$ cat src/rtl/conv_seq_ctrl.sv
// conv_seq_ctrl: parametrised convolution sequencer.
// Per output pixel it fills the ifmap window (K columns at the start of each
// row, one column otherwise), then for each filter preloads K weight rows and
// commits them to the MACs. Each new row restarts with a full K-column refill.
//
// Ports:
//   clk, rst_n          clock; asynchronous active-low reset
//   cmd_start/cmd_abort start pulse (taken in IDLE only) / synchronous abort
//   cfg_*               kernel edge K, output map W x H, filter count F
//   ifmap_fifo_empty    ifmap FIFO status
//   weight_valid        BRAM weight row valid
//   load_ifmap          pop/shift one ifmap column
//   weight_preload      capture one weight row (gated by weight_valid)
//   load_weight         commit the preloaded kernel
//   bram_port_sel       weight BRAM port, alternating per row
//   busy, done          not-IDLE flag, one-cycle completion pulse
//   status              {line_cnt, col_cnt, state, err, done_sticky, busy}
module conv_seq_ctrl #(
  parameter int KMAX   = 7,
  parameter int K_W    = 3,
  parameter int DIM_W  = 9,
  parameter int FILT_W = 10,
  parameter int DATA_W = 32
) (
  input  logic              clk,
  input  logic              rst_n,
  input  logic              cmd_start,
  input  logic              cmd_abort,
  input  logic [K_W-1:0]    cfg_kernel,
  input  logic [DIM_W-1:0]  cfg_ofmap_w,
  input  logic [DIM_W-1:0]  cfg_ofmap_h,
  input  logic [FILT_W-1:0] cfg_filters,
  input  logic              ifmap_fifo_empty,
  input  logic              weight_valid,
  output logic              load_ifmap,
  output logic              weight_preload,
  output logic              load_weight,
  output logic              bram_port_sel,
  output logic              busy,
  output logic              done,
  output logic [DATA_W-1:0] status
);

  typedef enum logic [2:0] {
    IDLE = 3'd0, IF_WAIT = 3'd1, IF_LOAD = 3'd2, W_PRE = 3'd3,
    W_LOAD = 3'd4, ADV = 3'd5, DONE = 3'd6
  } state_t;

  typedef struct packed {
    logic [K_W-1:0]    k;
    logic [DIM_W-1:0]  w;
    logic [DIM_W-1:0]  h;
    logic [FILT_W-1:0] f;
  } cfg_t;

  state_t            state_q, state_d;
  cfg_t              cfg_q;
  logic [K_W-1:0]    need_q, if_cnt_q, row_cnt_q;
  logic [FILT_W-1:0] filt_cnt_q;
  logic [DIM_W-1:0]  col_cnt_q, line_cnt_q;
  logic              err_q, done_sticky_q;
  logic              cfg_ok, if_last, row_last, filt_last, col_last, line_last;

  assign cfg_ok = (cfg_kernel != '0) && (cfg_kernel <= K_W'(KMAX)) &&
                  (cfg_ofmap_w != '0) && (cfg_ofmap_h != '0) &&
                  (cfg_filters != '0);

  assign if_last   = (if_cnt_q   == need_q    - 1'b1);
  assign row_last  = (row_cnt_q  == cfg_q.k   - 1'b1);
  assign filt_last = (filt_cnt_q == cfg_q.f   - 1'b1);
  assign col_last  = (col_cnt_q  == cfg_q.w   - 1'b1);
  assign line_last = (line_cnt_q == cfg_q.h   - 1'b1);

  always_ff @(posedge clk or negedge rst_n)
    if (!rst_n) state_q <= IDLE;
    else        state_q <= state_d;

  always_comb begin
    state_d        = state_q;
    load_ifmap     = 1'b0;
    weight_preload = 1'b0;
    load_weight    = 1'b0;
    bram_port_sel  = 1'b0;
    done           = 1'b0;
    case (state_q)
      IDLE:    if (cmd_start && cfg_ok) state_d = IF_WAIT;
      IF_WAIT: if (!ifmap_fifo_empty) state_d = IF_LOAD;
      IF_LOAD: begin
        load_ifmap = 1'b1;
        state_d    = if_last ? W_PRE : IF_WAIT;
      end
      W_PRE: begin
        weight_preload = weight_valid;
        bram_port_sel  = row_cnt_q[0];
        if (weight_valid && row_last) state_d = W_LOAD;
      end
      W_LOAD: begin
        load_weight = 1'b1;
        state_d     = filt_last ? ADV : W_PRE;
      end
      ADV:     state_d = (col_last && line_last) ? DONE : IF_WAIT;
      DONE: begin
        done    = 1'b1;
        state_d = IDLE;
      end
      default: state_d = IDLE;
    endcase
    // Abort wins over everything, including a same-cycle start.
    if (cmd_abort) begin
      state_d        = IDLE;
      load_ifmap     = 1'b0;
      weight_preload = 1'b0;
      load_weight    = 1'b0;
      bram_port_sel  = 1'b0;
      done           = 1'b0;
    end
  end

  always_ff @(posedge clk or negedge rst_n) begin
    if (!rst_n) begin
      cfg_q         <= '0;
      need_q        <= '0;
      if_cnt_q      <= '0;
      row_cnt_q     <= '0;
      filt_cnt_q    <= '0;
      col_cnt_q     <= '0;
      line_cnt_q    <= '0;
      err_q         <= 1'b0;
      done_sticky_q <= 1'b0;
    end else if (cmd_abort) begin
      need_q     <= '0;
      if_cnt_q   <= '0;
      row_cnt_q  <= '0;
      filt_cnt_q <= '0;
      col_cnt_q  <= '0;
      line_cnt_q <= '0;
    end else begin
      case (state_q)
        IDLE: if (cmd_start) begin
          cfg_q         <= '{k: cfg_kernel, w: cfg_ofmap_w, h: cfg_ofmap_h, f: cfg_filters};
          done_sticky_q <= 1'b0;
          err_q         <= !cfg_ok;
          need_q        <= cfg_kernel;
        end
        IF_LOAD: if_cnt_q <= if_last ? '0 : if_cnt_q + 1'b1;
        W_PRE:   if (weight_valid) row_cnt_q <= row_last ? '0 : row_cnt_q + 1'b1;
        W_LOAD:  filt_cnt_q <= filt_last ? '0 : filt_cnt_q + 1'b1;
        ADV: begin
          if (!col_last) begin
            col_cnt_q <= col_cnt_q + 1'b1;
            need_q    <= K_W'(1);              // slide window by one column
          end else if (!line_last) begin
            col_cnt_q  <= '0;
            line_cnt_q <= line_cnt_q + 1'b1;
            need_q     <= cfg_q.k;             // new row: full refill
          end
        end
        DONE: begin
          done_sticky_q <= 1'b1;
          need_q        <= '0;
          col_cnt_q     <= '0;
          line_cnt_q    <= '0;
        end
        default: ;
      endcase
    end
  end

  assign busy   = (state_q != IDLE);
  assign status = DATA_W'({line_cnt_q, col_cnt_q, state_q, err_q, done_sticky_q, busy});

endmodule

$ cat config.mk
export PLATFORM = sky130hd
export DESIGN_NAME = conv_seq_ctrl
export DESIGN_NICKNAME = d
export VERILOG_FILES = /design/src/rtl/conv_seq_ctrl.sv
export SDC_FILE = /design/constraint.sdc
export NUM_CORES = 1
export LEC_CHECK = 0
export BUFFER_PORTS_ARGS = -buffer_cell sky130_fd_sc_hd__buf_2
export CAP_MARGIN = 20
export CELL_PAD_IN_SITES_DETAIL_PLACEMENT = 1
export CELL_PAD_IN_SITES_GLOBAL_PLACEMENT = 1
export CORE_ASPECT_RATIO = 0.7
export CORE_MARGIN = 2
export CORE_UTILIZATION = 39
export DETAILED_ROUTE_END_ITERATION = 12
export PLACE_DENSITY = 0.74
export SLEW_MARGIN = 10
export SYNTH_ARGS = -nofsm -noshare
export SYNTH_HDL_FRONTEND = slang
export SYNTH_SLANG_ARGS = --single-unit
$ cat constraint.sdc
create_clock -name clk -period 2.4 [get_ports clk]
set_input_delay 0.36 -clock clk [delete_from_list [all_inputs] [get_ports clk]]
set_output_delay 0.36 -clock clk [all_outputs]
set_load 0.005 [all_outputs]
==> summary.md <==
| Metric | Value |
|---|---|
| CTS tree | built |
| Top cell type's share of synthesized area | 40.03% |
| Tot Pwr | about 4.2 mW |
| Sequential share of the synthesized area | 40.03% |
| Syn avg cell area | between 9 and 10 um^2 |
| Layout cells sized above 1 | 37.23% |
| Top post-synthesis cells by area | dfrtp_1 40%, mux2_2 5.7%, xnor2_1 4.2% |
| Rows | 33 |
| Number of diodes | 0 |
| Detailed-route wire length per cell | between 15 and 20 um |
| Clock buffer depth | 2 |
| Worst Skew | 7.782 ps |
| Failing checks | setup timing |
| Total global routing overflow | 0 |
| Footprint of the multi-input gates | roughly 2800 um^2 |
| Nets | between 600 and 700 |
| First-pass GRT wire length | 24.33 mm |
| Placed cell area | 5517 um^2 |
| Number of synthesized register bits | between 70 and 80 |
| DR vias | 4435 |
| Maxcap violations | 0 |
| Crit path largest cell delay | 450 ps |
| Largest net degree at the start of global routing | between 70 and 80 |
| Register Area | ~1800 um^2 |
| Worst vdd ir | 0.3849 mV |
| Hold Crit Class | primary input to async pin |
| Worst-path fanout max | 5 |
| Fin area | 6265 um^2 |
| Arr. time, crit path | roughly 3000 ps |
| Cell Pwr Density | 662.6 nW/um^2 |
| Die width | about 130 um |
| Clock slew at reported path FFs | 60 ps |
| Area leader, netlist | dfrtp_1 |
| Fillers | about 1400 |
| Drt drc | 0 |
| I/O pin cnt | 75 |
| Worst path cell trace | inv_2, ha_4, nor3b_4, nand3_2, a221o_1, a211oi_4, buf_6, o211ai_4, buf_6, or3_1, a21oi_1 |
| Initial Util | 39.47% |
| Max H-tree Level | 3 |
| Final setup violating endpoints | 27 |
| Final GP Congestion | 0.8629 |
| Synth async-reset ratio | 100.0% |
| Root buffer cell | clkbuf_16 |
| Synth Flop Type | dfrtp_1 |
| Max stage delay cell, worst path | a221o_1 |
| CP required | approximately 2700 ps |
| Cells on worst reg2reg path | 11 |
| Port Buffers | 66 |
| Dpl hpwl | 10.15 mm |
| CTS Sinks | 73 |
| Final antenna-violating net count | 0 |
| Routed wire length | 14.88 mm |
| Setup CP Type | flip-flop to flip-flop |
| Total CTS buffers | 9 |
| Startpoint types | flip-flop |
| Slew margin rel. | about three fifths |
| Crit path capture type | flip-flop |
| Worst-Margin Slew | 591.9 ps |
| Distinct cells, synth | 61 |
| Die height | 94.50 um |
| Final hold vios | 0 |
| Status | finished, violations left |
| Post-synth EDFFs | 0 |
| DRT Pass-1 Iters | 4 |
| Drt initial violations | 146 |
| Fin crit share | 113.9% |
| Synthesized cell area | 4563 um^2 |
| Vias in the first global route | 4749 |
| Routed vias/inst | about 5.6 |
| Area growth syn-to-layout | 37.29% |
| Fmax | about 0.37 GHz |
| Clock Latency Late Sink | around 340 ps |
| P_leak | 2.789 nW |
| Initial antenna violation count | 0 |
| Final Slew Violations | 0 |
| RSZ-0062 raised after global routing | true |
| Synth Instances | roughly 500 |
| Final worst setup slack | -333.8 ps |
| Total track usage | between 20% and 30% |
| Core area | between 10000 and 15000 um^2 |
| Synth top cells by count | 73 x dfrtp_1, 46 x nand2_1, 35 x o21ai_0 |
| Most frequent CP cell | buf_6 |
| Die ar. | 12600 um^2 |
| Total number of yosys warnings | 0 |
| Min Tclk post-route | about 2700 ps |
| Top-count cell post-synth | dfrtp_1 |
==> power by group <==
part	total, mW	switching, mW	internal (mW)
Clock	1.33	0.536	0.798
Combinational	1.26	0.642	0.622
Sequential	1.55	0.175	1.38
Total	4.15	1.35	2.80
==> layer usage <==
layer,global-route usage [%],vias up,wire length [um]
met4,7.270,0,194
met3,4.777,19,578
met2,42.65,98,7217
met5,0,-,0
met1,31.17,2226,6887
li1,-,2092,-
==> metrics by stage <==
stage | util, % | setup slack, ps | hold slack, ps | cells | TNS, ps
after detailed placement | 47.72 | -357.9 | 431.9 | 767 | -6553
after floorplan | - | -86.24 | 64.41 | 505 | -285.1
final | 54.19 | -333.8 | 50.80 | 799 | -5240
after global placement | 47.72 | -199.7 | 427.9 | 767 | -2223
after global routing | 54.19 | -372.6 | 95.14 | 799 | -7695
after CTS | 52.12 | -256.0 | 72.73 | 795 | -4008
==> area by class of cell <==
cell class | instances | area share [%]
flip-flops and latches | 73 | 29.18
inverters | 29 | 1.738
multi-input cells | 379 | 45.46
clock inverters | 5 | 0.9187
clock buffers | 10 | 3.655
repair buffers | 146 | 15.92
well taps | 157 | 3.136
==> sequential cells by signal, indices dropped and copies added (netlist names) <==
name	count
filt_cnt_q	10
col_cnt_q	9
line_cnt_q	9
state_q	3
need_q	3
err_q	1
if_cnt_q	3
cfg_q	31
row_cnt_q	3
done_sticky_q	1
==> final timing paths <==
check                          startpoint             to  slack [ps]
max in group asynchronous           rst_n      cfg_q[15]        2010
max                             cfg_q[20]  line_cnt_q[5]        -330
min                                 rst_n      cfg_q[26]          50
min in group clk           cfg_ofmap_h[1]      cfg_q[11]         250
max reg2reg                     cfg_q[20]  line_cnt_q[5]        -330
min reg2reg                   if_cnt_q[2]    if_cnt_q[2]         520
==> cell families (layout without fill, tap and decap cells) <==
group                      after synthesis  in the layout  synth area share (%)
and+or+nand+nor                        176            176                 20.54
AOI/OAI and AO/OA                      119            120                 17.36
DFF                                     73             73                 40.03
buffers and inverters                   54            190                 5.429
xor gates and xnor gates                39             39                 7.485
muxes                                   26             26                 6.334
adders and majority gates               10             10                 2.742
other                                    1              8               0.08218
==> critical path: cells and delay by family, from the launching register on <==
family	cells	cell delay, ps
adder cells (fa/ha/maj)	1	130
AND/OR/NAND/NOR	3	750
AO/OA/AOI/OAI	4	940
buffers and inverters	3	420
flip-flops	1	420
==> what timing repair did <==
action | in CTS | in global routing
endpoints found under the setup margin | 34 | 34
hold buffers | 0 | 0
buffers inserted | 12 | 4
resized for setup | 26 | 51
gates cloned | 1 | 1
pin swaps | 13 | 25
==> cells in the final DEF (no fill, tap or decap), types with 4 or more instances in the layout <==
| master | count |
|---|---|
| nor4_1 | 8 |
| ha_1 | 9 |
| a31oi_1 | 7 |
| nand3_1 | 17 |
| inv_1 | 27 |
| and3_1 | 6 |
| a22o_1 | 4 |
| nand2b_1 | 5 |
| clkbuf_16 | 9 |
| mux2_2 | 23 |
| buf_2 | 66 |
| o21bai_1 | 4 |
| and2_1 | 4 |
| o21ai_0 | 28 |
| nor3b_1 | 4 |
| a21oi_1 | 14 |
| xor2_1 | 17 |
| nand4_1 | 8 |
| nor3_1 | 15 |
| nor2_1 | 21 |
| buf_4 | 67 |
| dfrtp_1 | 72 |
| or4_1 | 5 |
| nand2_1 | 43 |
| buf_6 | 11 |
| or3_1 | 5 |
| a21oi_2 | 8 |
| xnor2_1 | 22 |
| o21ai_1 | 4 |
| nor2b_1 | 5 |
| conb_1 | 8 |
No activity file was read; power rests on OpenSTA's default activity.
